===== src/rtl/decode_queue_mw.sv =====
// Multi-issue decode queue: a fetch group of SLOT_N micro-op slots comes in, NOP slots
// are dropped, survivors are compacted into a circular buffer, and up to ISSUE_N of the
// oldest entries are presented to issue with a take-count handshake.
module decode_queue_mw #(
  parameter int unsigned      SLOT_N   = 4,
  parameter int unsigned      DEPTH    = 8,
  parameter int unsigned      ISSUE_N  = 2,
  parameter int unsigned      UOP_W    = 96,
  parameter int unsigned      OPC_W    = 8,
  parameter logic [OPC_W-1:0] NOP_CODE = '0
) (
  input  logic                             clk,
  input  logic                             rstn,
  input  logic                             flush,
  input  logic [SLOT_N*UOP_W-1:0]          fet_group,
  input  logic                             fet_inst_valid,
  output logic                             fet_ready,
  output logic [ISSUE_N*UOP_W-1:0]         deq_uop,
  output logic [ISSUE_N-1:0]               deq_valid,
  input  logic [$clog2(ISSUE_N+1)-1:0]     deq_take,
  output logic [$clog2(DEPTH+1)-1:0]       count,
  output logic                             empty,
  output logic                             full
);

  localparam int unsigned PTR_W = (DEPTH > 1) ? $clog2(DEPTH) : 1;
  localparam int unsigned CNT_W = $clog2(DEPTH + 1);
  localparam int unsigned OFF_W = $clog2(SLOT_N + 1);
  localparam int unsigned OPC_LSB = UOP_W - OPC_W;

  logic [UOP_W-1:0] mem_q [DEPTH];
  logic [PTR_W-1:0] head_q, head_d;
  logic [PTR_W-1:0] tail_q, tail_d;
  logic [CNT_W-1:0] count_q, count_d;
  logic [CNT_W-1:0] eff_take;
  logic [SLOT_N-1:0] slot_valid;
  logic [PTR_W-1:0]  wr_idx [SLOT_N];
  logic [OFF_W-1:0]  n_enq;
  logic              enq_fire;

  // Slot decode: validity per slot and compacted write index (tail + valid slots before it)
  always_comb begin
    n_enq = '0;
    for (int unsigned k = 0; k < SLOT_N; k++) begin
      slot_valid[k] = fet_group[k*UOP_W + OPC_LSB +: OPC_W] != NOP_CODE;
      wr_idx[k]     = tail_q + PTR_W'(n_enq);
      n_enq         = n_enq + OFF_W'(slot_valid[k]);
    end
  end

  // Ready depends only on registered occupancy, never on this cycle's dequeue
  assign fet_ready = count_q <= CNT_W'(DEPTH - SLOT_N);
  assign enq_fire  = fet_inst_valid & fet_ready & ~flush;

  // Clip the requested take to the lane count and to live entries
  always_comb begin
    eff_take = CNT_W'(deq_take);
    if (eff_take > CNT_W'(ISSUE_N)) eff_take = CNT_W'(ISSUE_N);
    if (eff_take > count_q)         eff_take = count_q;
  end

  // Next-state pointers and occupancy; flush overrides both enqueue and dequeue
  always_comb begin
    head_d  = head_q + PTR_W'(eff_take);
    tail_d  = tail_q;
    count_d = count_q - eff_take;
    if (enq_fire) begin
      tail_d  = tail_q + PTR_W'(n_enq);
      count_d = count_d + CNT_W'(n_enq);
    end
    if (flush) begin
      head_d  = '0;
      tail_d  = '0;
      count_d = '0;
    end
  end

  // Pointer and occupancy state
  always_ff @(posedge clk or negedge rstn) begin
    if (!rstn) begin
      head_q  <= '0;
      tail_q  <= '0;
      count_q <= '0;
    end else begin
      head_q  <= head_d;
      tail_q  <= tail_d;
      count_q <= count_d;
    end
  end

  // Storage write; the array is deliberately left unreset, liveness comes from count_q
  always_ff @(posedge clk) begin
    if (enq_fire) begin
      for (int unsigned k = 0; k < SLOT_N; k++) begin
        if (slot_valid[k]) mem_q[wr_idx[k]] <= fet_group[k*UOP_W +: UOP_W];
      end
    end
  end

  // Head lanes straight from registers; dead lanes show a clean NOP
  always_comb begin
    logic [PTR_W-1:0] rd_idx;
    deq_uop   = '0;
    deq_valid = '0;
    for (int unsigned i = 0; i < ISSUE_N; i++) begin
      rd_idx = head_q + PTR_W'(i);
      if (count_q > CNT_W'(i)) begin
        deq_valid[i]                = 1'b1;
        deq_uop[i*UOP_W +: UOP_W]   = mem_q[rd_idx];
      end else begin
        deq_uop[i*UOP_W + OPC_LSB +: OPC_W] = NOP_CODE;
      end
    end
  end

  assign count = count_q;
  assign empty = count_q == '0;
  assign full  = count_q == CNT_W'(DEPTH);

  a_count_bound: assert property (@(posedge clk) disable iff (!rstn)
    count_q <= CNT_W'(DEPTH));
  a_ptr_count: assert property (@(posedge clk) disable iff (!rstn)
    PTR_W'(tail_q - head_q) == PTR_W'(count_q));
  a_full_not_ready: assert property (@(posedge clk) disable iff (!rstn)
    full |-> !fet_ready);

endmodule


===== config.mk =====
export PLATFORM = sky130hd
export DESIGN_NAME = decode_queue_mw
export DESIGN_NICKNAME = d
export VERILOG_FILES = /design/src/rtl/decode_queue_mw.sv
export SDC_FILE = /design/constraint.sdc
export NUM_CORES = 2
export LEC_CHECK = 0
export ABC_AREA = 1
export BUFFER_PORTS_ARGS = -buffer_cell sky130_fd_sc_hd__buf_4
export CELL_PAD_IN_SITES_DETAIL_PLACEMENT = 1
export CELL_PAD_IN_SITES_GLOBAL_PLACEMENT = 1
export CORE_AREA = 3 3 764 386
export DETAILED_ROUTE_END_ITERATION = 8
export DIE_AREA = 0 0 767 389
export PLACE_DENSITY_LB_ADDON = 0.1
export SLEW_MARGIN = 20
export SYNTH_ARGS = -nofsm -noshare
export SYNTH_HDL_FRONTEND = slang
export SYNTH_SLANG_ARGS = --single-unit

===== constraint.sdc =====
create_clock -name clk -period 17.21 [get_ports clk]
set_clock_uncertainty 0.2 [all_clocks]
set_input_delay 0.8605 -clock clk [delete_from_list [all_inputs] [get_ports clk]]
set_output_delay 0.8605 -clock clk [all_outputs]
set_load 0.02 [all_outputs]

==> flow_metrics.tcl <==
set metrics [dict create \
    status "complete, no violations" \
    crit_type "reg2out" \
    cts_tree "done" \
    grt_pass1_vias 82500 \
    p_leak_nw 37.9 \
    insertion_delay_ns 0.76 \
    ys_ff_latch 778 \
    first_pass_iters 6 \
    netlist_area_um2 72100 \
    wl_met1_um 222000 \
    setup_violations 0 \
    cts_buffers 98 \
    finalWirelength_um 483000 \
    yosysUniqueCellTypes 34 \
    start_util 0.251 \
    setup_tns_ns 0 \
    cts.clk_slew.worst_paths_ns 0.07 \
    post-place-ws_ns 10.29 \
    avgViaCountPerCell 5.49 \
    highest_layer "met5" \
    drc 0 \
    hp-class "in2reg" \
    track_usage 0.311 \
    numClockSinks 778 \
    synth_edf_count 768 \
    worst_slack_ns 9.69 \
    crit_required_ns 16.15 \
    syn2layout_area_growth_pct 12.6 \
    vias 85800 \
    slew_headroom 0.145 \
    ctsResizeCount 0 \
    yosysTopAreaCellShare 0.320 \
    route.met2.wl_um 210000 \
    grt.overflow.total 0 \
    grt_max_degree 210 \
    finalNetCount 12100 \
    post_cts_buffers 0 \
    antenna_found_initial 54 \
    hold_viol 0 \
    critPathLaunchType "flop" \
    yosysMostFrequentCell "nand2_1" \
    clockRootBuffer "clkbuf_16" \
    fmax_mhz 133 \
    die_w_um 767 \
    syn-num-nets 12500 \
    avgRoutedWirePerCell_um 30.9 \
    dieHeight_um 389 \
    cp-end-kind "primary output" \
    wl_met3_um 34300 \
    port-buffer-count 590 \
    rows 139 \
    tightest_slew_ns 1.28 \
    cap_violations 0 \
    hold_slack_ns 0.118 \
    hpwl_um 274000 \
    powerDensity_nw_per_um2 149 \
    coreArea_um2 287000 \
    postSynthCellCount 12100 \
    path_max_fanout 81 \
    layout_min_cycle_time_ns 7.52 \
    seq_area_frac_synth 0.323 \
    yosysTopAreaCell "edfxtp_1" \
    drv_slew 0 \
    peakVddDrop_mv 0.185 \
    drtIter0Drc 9652 \
    async_reset_ff_frac 0.0129 \
    critical_path_arrival_ns 6.46 \
    die-area_um2 298000 \
    boundaryPins 591 \
    gp_congestion 0.816 \
    multi_input_area_um2 39600 \
    synth_area_leaders "edfxtp_1, nand2_1, nand3_1" \
    avgSynthCellArea_um2 5.98 \
    grt_pass1_wl_um 668000 \
    rsz0062_at_grt "false" \
    seq_area_um2 23300 \
    period_share 0.437 \
    finish.utilization 0.282 \
    ys.flop_type "edfxtp_1" \
    stdcell_count 15600 \
    fill_cells 36500 \
    drive_gt1_frac 0.0987 \
    synth_warnings 0 \
    clock_path_buffers 3 \
    synth.cells.most_frequent "nand2_1, nand3_1, o21ai_0, inv_1, edfxtp_1" \
    drtAntennaViolNets 0 \
    placed_cells 15400 \
    cts-htree-levels 3 \
]
-- sequential cells by signal (all words and copies together), names as in the netlist --
name    flops
count       4
head_q      3
tail_q      3
mem_q     768
-- power by group --
group          leakage [nW]  switching (mW)  internal (mW)
logic                  29.2            5.44           1.86
registers              7.15           0.120           2.42
clock network          1.56            1.04           1.24
-- critical path: stages (launching register included) --
cell and delay, ns:
dfrtp_4 0.53, buf_4 0.51, buf_4 0.65, buf_4 0.66, buf_4 0.61, buf_4 0.52, buf_4 0.75, o21ai_0 0.19
o21ai_0 0.27, nand2_1 0.11, a21oi_1 0.43, buf_4 0.23
-- path summary, 6_finish.rpt --
path                            slack, ns  depth (start not counted)           to      start
worst max-delay path                 9.69                         11  deq_uop[36]  head_q[0]
worst min-delay path                 0.12                          2    head_q[2]      flush
worst max register to register      10.60                         10  mem_q[0][7]   count[3]
worst min register to register       0.57                          2     count[3]   count[3]
max in group asynchronous           16.26                          2    head_q[0]       rstn
min in group asynchronous            0.34                          2    tail_q[1]       rstn
-- cell type report --
cell class,instances,area share
inverters,1103,0.0519
well taps,3877,0.0598
diodes,27,0.000833
flip-flops and latches,778,0.287
clock inverters,63,0.00772
repair buffers,763,0.0731
clock buffers,116,0.0316
multi-input cells,8918,0.488
-- layout by cell type (no fill, tap or decap), types with 9 or more instances in the layout --
master	synthesis	layout
nand2_1	4334	4322
o211ai_1	96	96
clkinv_1	8	26
edfxtp_1	768	768
nand4_1	12	12
inv_6	0	17
bufinv_16	0	12
clkinv_2	0	18
nand3_1	2330	2323
nor2_4	2	16
clkbuf_1	503	15
o21ai_0	964	964
inv_1	909	905
nand2_8	0	13
a21oi_1	484	484
buf_12	0	14
clkbuf_16	0	99
inv_2	186	182
nand2_4	0	9
nor3_1	10	10
ha_1	18	17
nor2_1	612	609
diode_2	0	27
buf_4	27	746
-- per-stage QoR --
step | total power, mW | instance area, µm²
2_1_floorplan | 6.53 | 72100
3_3_place_gp | 9.76 | 77800
3_5_place_dp | 9.81 | 77900
4_1_cts | 12.1 | 81100
5_1_grt | 12.7 | 81100
6_report | 12.1 | 81100
-- kinds of logic after synthesis --
family | after synthesis | synth area share
compound gates | 1553 | 0.111
xor+xnor | 8 | 0.00123
fa+ha+maj | 26 | 0.00535
buf+inv | 2362 | 0.134
flops | 778 | 0.323
simple gates | 7331 | 0.424
-- per-layer routing --
layer,vias up,global-route usage
met1,43300,0.449
met2,3767,0.481
li1,38100,-
met5,-,0
met4,6,0.100
met3,676,0.0352
-- repair_timing --
action                                  CTS  global route
endpoints found under the setup margin    0             0
endpoints found under the hold margin    10             0
hold buffers                              1             0
Power figures use the tool's default switching activity.
